==> src/rtl/rob_commit_pkg.sv <==
// Shared ROB configuration, entry layout and nick helpers.
// Nick = entry index + 1; nick 0 means "not renamed".
package rob_commit_pkg;

  localparam int DEPTH  = 16;
  localparam int IDX_W  = $clog2(DEPTH);
  localparam int CNT_W  = IDX_W + 1;
  localparam int NICK_W = 5;
  localparam int NAME_W = 5;
  localparam int DATA_W = 32;
  localparam int ADDR_W = 32;

  localparam logic [NICK_W-1:0] NICK_NONE = '0;

  typedef logic [IDX_W-1:0]  idx_t;
  typedef logic [NICK_W-1:0] nick_t;

  typedef struct packed {
    logic              busy;
    logic              ready;
    logic [NAME_W-1:0] rd_regnm;
    logic [DATA_W-1:0] dt;
    logic [ADDR_W-1:0] pc;
    logic              pd;
    logic              is_store;
    logic              is_branch;
    logic              jump;
    logic [ADDR_W-1:0] target;
  } rob_entry_t;

  function automatic nick_t idx2nick(idx_t i);
    return nick_t'(i) + nick_t'(1);
  endfunction

endpackage

==> src/rtl/rob_commit_ptr_ctrl.sv <==
// ROB head/tail/occupancy tracking with mod-DEPTH wrap.
// Flush empties the buffer; rdy low holds everything.
module rob_ptr_ctrl
  import rob_commit_pkg::*;
(
  input  logic clk,
  input  logic rst,
  input  logic rdy,
  input  logic push,
  input  logic pop,
  input  logic flush,
  output idx_t head,
  output idx_t tail,
  output logic full
);

  logic [CNT_W-1:0] count;

  assign full = (count == CNT_W'(DEPTH));

  always_ff @(posedge clk) begin
    if (rst) begin
      head  <= '0;
      tail  <= '0;
      count <= '0;
    end else if (rdy) begin
      if (flush) begin
        head  <= '0;
        tail  <= '0;
        count <= '0;
      end else begin
        if (pop)
          head <= head + idx_t'(1);
        if (push)
          tail <= tail + idx_t'(1);
        case ({push, pop})
          2'b10:   count <= count + CNT_W'(1);
          2'b01:   count <= count - CNT_W'(1);
          default: count <= count;
        endcase
      end
    end
  end

endmodule

==> src/rtl/rob_commit.sv <==
// Reorder buffer: nick allocation, CDB capture, in-order commit,
// store release and mispredict flush/redirect.
module rob_commit
  import rob_commit_pkg::*;
(
  input  logic              clk,
  input  logic              rst,
  input  logic              rdy,
  input  logic              iDP_en,
  input  logic [NAME_W-1:0] iDP_rd_regnm,
  input  logic [ADDR_W-1:0] iDP_pc,
  input  logic              iDP_pd,
  input  logic              iDP_is_store,
  input  logic              iDP_is_branch,
  output logic [NICK_W-1:0] oDP_nick,
  output logic              oDP_full,
  output logic              oRF_nick_en,
  output logic [NAME_W-1:0] oRF_nick_regnm,
  output logic [NICK_W-1:0] oRF_nick,
  input  logic              iCDB_en,
  input  logic [NICK_W-1:0] iCDB_nick,
  input  logic [DATA_W-1:0] iCDB_dt,
  input  logic              iCDB_jump,
  input  logic [ADDR_W-1:0] iCDB_target,
  output logic              oRF_en,
  output logic [NAME_W-1:0] oRF_rd_regnm,
  output logic [DATA_W-1:0] oRF_rd_dt,
  output logic [NICK_W-1:0] oRF_rd_nick,
  output logic              oLSB_st_en,
  output logic [NICK_W-1:0] oLSB_st_nick,
  output logic              oClr,
  output logic              oPC_en,
  output logic [ADDR_W-1:0] oPC_target
);

  rob_entry_t rob [DEPTH];
  rob_entry_t head_e;
  idx_t       head, tail, cdb_idx;
  logic       full, dp_acc, cm, mp, cdb_hit;

  rob_ptr_ctrl u_ptr (
    .clk   (clk),
    .rst   (rst),
    .rdy   (rdy),
    .push  (dp_acc),
    .pop   (cm),
    .flush (mp),
    .head  (head),
    .tail  (tail),
    .full  (full)
  );

  assign head_e  = rob[head];
  assign dp_acc  = rdy && iDP_en && !full && !oClr;
  assign cm      = rdy && head_e.busy && head_e.ready;
  assign mp      = cm && head_e.is_branch
                   && (head_e.jump != head_e.pd);
  assign cdb_idx = idx_t'(iCDB_nick - nick_t'(1));
  // Out-of-range nicks must not alias onto a live entry.
  assign cdb_hit = rdy && iCDB_en && !oClr
                   && iCDB_nick != NICK_NONE
                   && iCDB_nick <= nick_t'(DEPTH)
                   && rob[cdb_idx].busy;

  assign oDP_nick       = idx2nick(tail);
  assign oDP_full       = full;
  assign oRF_nick_en    = dp_acc && !iDP_is_store
                          && iDP_rd_regnm != '0;
  assign oRF_nick_regnm = oRF_nick_en ? iDP_rd_regnm : '0;
  assign oRF_nick       = oRF_nick_en ? idx2nick(tail) : '0;

  always_ff @(posedge clk) begin
    if (rst) begin
      for (int i = 0; i < DEPTH; i++)
        rob[i] <= '0;
    end else if (rdy) begin
      if (mp) begin
        for (int i = 0; i < DEPTH; i++)
          rob[i].busy <= 1'b0;
      end else begin
        if (cm)
          rob[head].busy <= 1'b0;
        if (dp_acc)
          rob[tail] <= '{
            busy:      1'b1,
            ready:     iDP_is_store,
            rd_regnm:  iDP_rd_regnm,
            dt:        '0,
            pc:        iDP_pc,
            pd:        iDP_pd,
            is_store:  iDP_is_store,
            is_branch: iDP_is_branch,
            jump:      1'b0,
            target:    '0
          };
        if (cdb_hit) begin
          rob[cdb_idx].ready  <= 1'b1;
          rob[cdb_idx].dt     <= iCDB_dt;
          rob[cdb_idx].jump   <= iCDB_jump;
          rob[cdb_idx].target <= iCDB_target;
        end
      end
    end
  end

  always_ff @(posedge clk) begin
    if (rst || !rdy) begin
      oRF_en       <= 1'b0;
      oRF_rd_regnm <= '0;
      oRF_rd_dt    <= '0;
      oRF_rd_nick  <= '0;
      oLSB_st_en   <= 1'b0;
      oLSB_st_nick <= '0;
      oClr         <= 1'b0;
      oPC_en       <= 1'b0;
      oPC_target   <= '0;
    end else begin
      oRF_en       <= 1'b0;
      oRF_rd_regnm <= '0;
      oRF_rd_dt    <= '0;
      oRF_rd_nick  <= '0;
      oLSB_st_en   <= 1'b0;
      oLSB_st_nick <= '0;
      oClr         <= mp;
      oPC_en       <= mp;
      oPC_target   <= '0;
      if (cm && head_e.is_store) begin
        oLSB_st_en   <= 1'b1;
        oLSB_st_nick <= idx2nick(head);
      end
      if (cm && !head_e.is_store && head_e.rd_regnm != '0) begin
        oRF_en       <= 1'b1;
        oRF_rd_regnm <= head_e.rd_regnm;
        oRF_rd_dt    <= head_e.dt;
        oRF_rd_nick  <= idx2nick(head);
      end
      if (mp)
        oPC_target <= head_e.jump ? head_e.target
                                  : head_e.pc + ADDR_W'(4);
    end
  end

endmodule

==> config.mk <==
export PLATFORM = sky130hd
export DESIGN_NAME = rob_commit
export DESIGN_NICKNAME = d
export VERILOG_FILES = /design/src/rtl/rob_commit_pkg.sv /design/src/rtl/rob_commit_ptr_ctrl.sv /design/src/rtl/rob_commit.sv
export SDC_FILE = /design/constraint.sdc
export NUM_CORES = 2
export LEC_CHECK = 0
export BUFFER_PORTS_ARGS = -buffer_cell sky130_fd_sc_hd__buf_2
export CAP_MARGIN = 15
export CORE_MARGIN = 2
export CORE_UTILIZATION = 35
export CTS_CLUSTER_SIZE = 12
export DETAILED_ROUTE_END_ITERATION = 6
export SYNTH_ARGS = -nofsm -noshare
export SYNTH_HDL_FRONTEND = slang
export SYNTH_SLANG_ARGS = --single-unit
==> constraint.sdc <==
create_clock -name clk -period 17.7 [get_ports clk]
set_clock_uncertainty 0.2 [all_clocks]
set_input_delay 1.77 -clock clk [delete_from_list [all_inputs] [get_ports clk]]
set_output_delay 1.77 -clock clk [all_outputs]
set_load 0.05 [all_outputs]
==> results.md <==
* DRC viols at 0
* Multiplexer share of the synthesized area at 0.141
* Crit-path slowest cell: dfxtp_4
* Main area contributors after synthesis: edfxtp_1 (62%), mux4_2 (13%), and2_1 (9.0%)
* CP top delay family: buffers and inverters
* RSZ-0062 raised after global routing: false
* Final Wtd Congestion at between 0.8 and 0.9
* First-pass GRT wire length at 334000 microns
* Synth Area in Simple Gates at 0.151
* Max-cap violations at 0
* CTS tree: done
* Mapped cell area at between 80000 and 90000 sq um
* Tot GR Track Use at 0.195
* Endpoints failing setup at 0
* Setup tns final at 0 ns
* Maximum clock rate at 0.142 GHz
* DR top layer: met5
* Post-layout min period at 7.04 ns
* Routed WL per cell at 27.9 microns
* Setup crit end kind: register
* Worst Path Max Fanout at 116
* PostCTS Resize Cnt at 0
* Longest Clk Path Bufs at 3
* Syn Nets at 5258
* Die Footprint at 235000 sq um
* WP buf/inv at 3
* Num CTS Buffers at 195
* Skew-Pair Late Insertion Delay at 0.87 ns
* FFs w/ async S/R, synth at 0
* CP most frequent cell: buf_4
* Vias at 45413
* Compound-Gate Fraction of Synth Area at 0.0161
* Layout net count at 5248
* CP arrival at ~7.3 ns
* Routed wl met2 at 112000 microns
* Mean Syn Cell Area at roughly 16 sq um
* Setup repair bufs after CTS at 0
* Initial drt markers at 4664
* Mapped Cells at around 5100
* Number of synthesized flops with an enable pin at 1680
* 1st-pass router iterations at 6
* Drt total wl at 232000 microns
* Post-synth top area share at 0.624
* Synth Register Bits at roughly 1800
* Least-Margin Pin Slew at 1.20 ns
* Post-Synth Adder-Cell Area at 0.00288
* Register area share after synthesis at 0.656
* Slew Limit Headroom at 0.198
* Port bufs at 214
* IO Count at approximately 220
* CP peak stage delay at 0.88 ns
* CORE AREA at 230000 sq um
* Share of cells above drive strength 1 at 0.217
* Dpl ws at approximately 10 ns
* Critical Path RT at 17.97 ns
* Final hold vios at 0
* Met3 WL at 15000 microns
* Hold Crit Class: reg2reg
* Critical path launch point type: register
* Wire length on met1 at 96300 microns
* Count leader, synth: edfxtp_1
* Largest family of logic cells by synthesized area: simple AND/OR/NAND/NOR gates
* Initial antenna violation count at 52
* Netlist cell types at 68
* Worst IR Drop VDD at 0.0799 mV
* Fin crit share at 0.398
* Lkg Pwr at 0.0337 uW
* Die X at 485 microns
* Final ANT Viol Nets at 0
* Vias in the first global route at 46375
* CTS sink count at 1811
* PD cells at approximately 100 nW/um^2
* Initial Util at 0.352
* Hpwl dp at between 100000 and 150000 microns
* Yosys warning count at 0
* Clk slew on worst S/H paths at 0.06 ns
* Main flop type after synthesis: edfxtp_1
* # H-tree levels at 4
* Root Buffer: clkbuf_16
* Largest net degree at the start of global routing at 125
* Hold Buf Count CTS at 0
* Die extent in y at 485 microns
* Status: finished clean
* Vias per cell at between 5 and 6
* XOR/XNOR Fraction of Synth Area at 0.00433
* Setup Crit Path Kind: reg2reg
* P&R area growth vs syn at 12.5%
* Final worst slack at 10.66 ns
* Top cells by count, synth: edfxtp_1 (1680), and2_1 (1165), and3_1 (530)
* Total gr overflow at 0
* CP cell instances: buf_12 -> mux4_1 -> a22o_1 -> a221oi_4 -> xnor2_1 -> nor3_2 -> or4b_1 -> nor2_4 -> buf_4 -> or2_4 -> buf_4
* Max-slew violation count at 0
* Std cell rows at 176
* Area leader, netlist: edfxtp_1
flip-flops by register name, indices dropped and copies added (netlist names), 4 cells and up, named ones only:
name / flops
oLSB_st_nick: 5
u_ptr.count: 5
u_ptr.tail: 4
rob: 1712
oRF_rd_dt: 32
oRF_rd_nick: 5
u_ptr.head: 4
oPC_target: 32
oRF_rd_regnm: 5
cell type report:
cell class	instances	area [sq um]
fill	21071	139000
antenna	13	32.5
timing repair buffer	303	1800
inverter	31	116
clock buffer	280	5470
sequential	1811	53100
multi-input combinational	2773	25900
clock inverter	81	822
tap	3026	3790
per-layer routing:
metal	vias to the layer above	GRT usage
met5	-	0
met4	20	0.0784
met3	392	0.0308
met2	1749	0.317
met1	23949	0.262
li1	19303	-
power breakdown:
| group | total [uW] | switching, uW | internal [uW] |
|---|---|---|---|
| Sequential | 4840 | 39.8 | 4800 |
| Combinational | 431 | 306 | 125 |
| Clock | 4030 | 1750 | 2280 |
cells in the final DEF (no fill, tap or decap), drive strengths merged, types with 7 or more instances in the layout:
cell / instances
a21o: 12
mux4: 494
a21oi: 13
a211oi: 27
inv: 39
a22oi: 47
clkinv: 62
nor2: 96
nand3: 33
dfxtp: 131
mux2i: 20
ha: 17
bufinv: 8
o21ai: 14
nand4: 17
edfxtp: 1680
buf: 303
or2: 14
nor2b: 44
diode: 13
nand2: 86
xnor2: 19
xor2: 21
and3: 530
a22o: 8
nand2b: 7
clkbuf: 280
nor3: 12
o22ai: 8
and2: 1166
cells by family (layout without fill, tap and decap cells):
kind of cell / Yosys count / after routing
multiplexers: 514 / 514
other: 0 / 13
flip-flops: 1811 / 1811
buffers and inverters: 541 / 695
XOR/XNOR: 40 / 40
AND/OR/NAND/NOR: 2030 / 2030
AO/OA/AOI/OAI: 171 / 171
adder cells (fa/ha/maj): 18 / 18
through the flow:
| step | util | instances | total power, uW | cell area [sq um] | hold WS [ns] |
|---|---|---|---|---|---|
| after floorplan | - | 5125 | 5160 | 80900 | 0.236 |
| after global placement | 0.368 | 7944 | 5360 | 84700 | 0.252 |
| after detailed placement | 0.368 | 7944 | 5370 | 84700 | 0.258 |
| after CTS | 0.396 | 8305 | 9370 | 91000 | 0.273 |
| after global routing | 0.396 | 8315 | 9540 | 91000 | 0.295 |
| final | 0.396 | 8318 | 9300 | 91000 | 0.273 |
path summary, 6_finish.rpt:
kind | cells after the start | end | startpoint | slack [ns]
setup reg to reg | 11 | rob[14][17] | register | 10.66
hold / removal | 1 | rob[15][105] | rob[15][105] | 0.27
setup / recovery | 11 | rob[14][17] | register | 10.66
hold reg to reg | 1 | rob[15][105] | rob[15][105] | 0.27
Power figures use the tool's default switching activity.
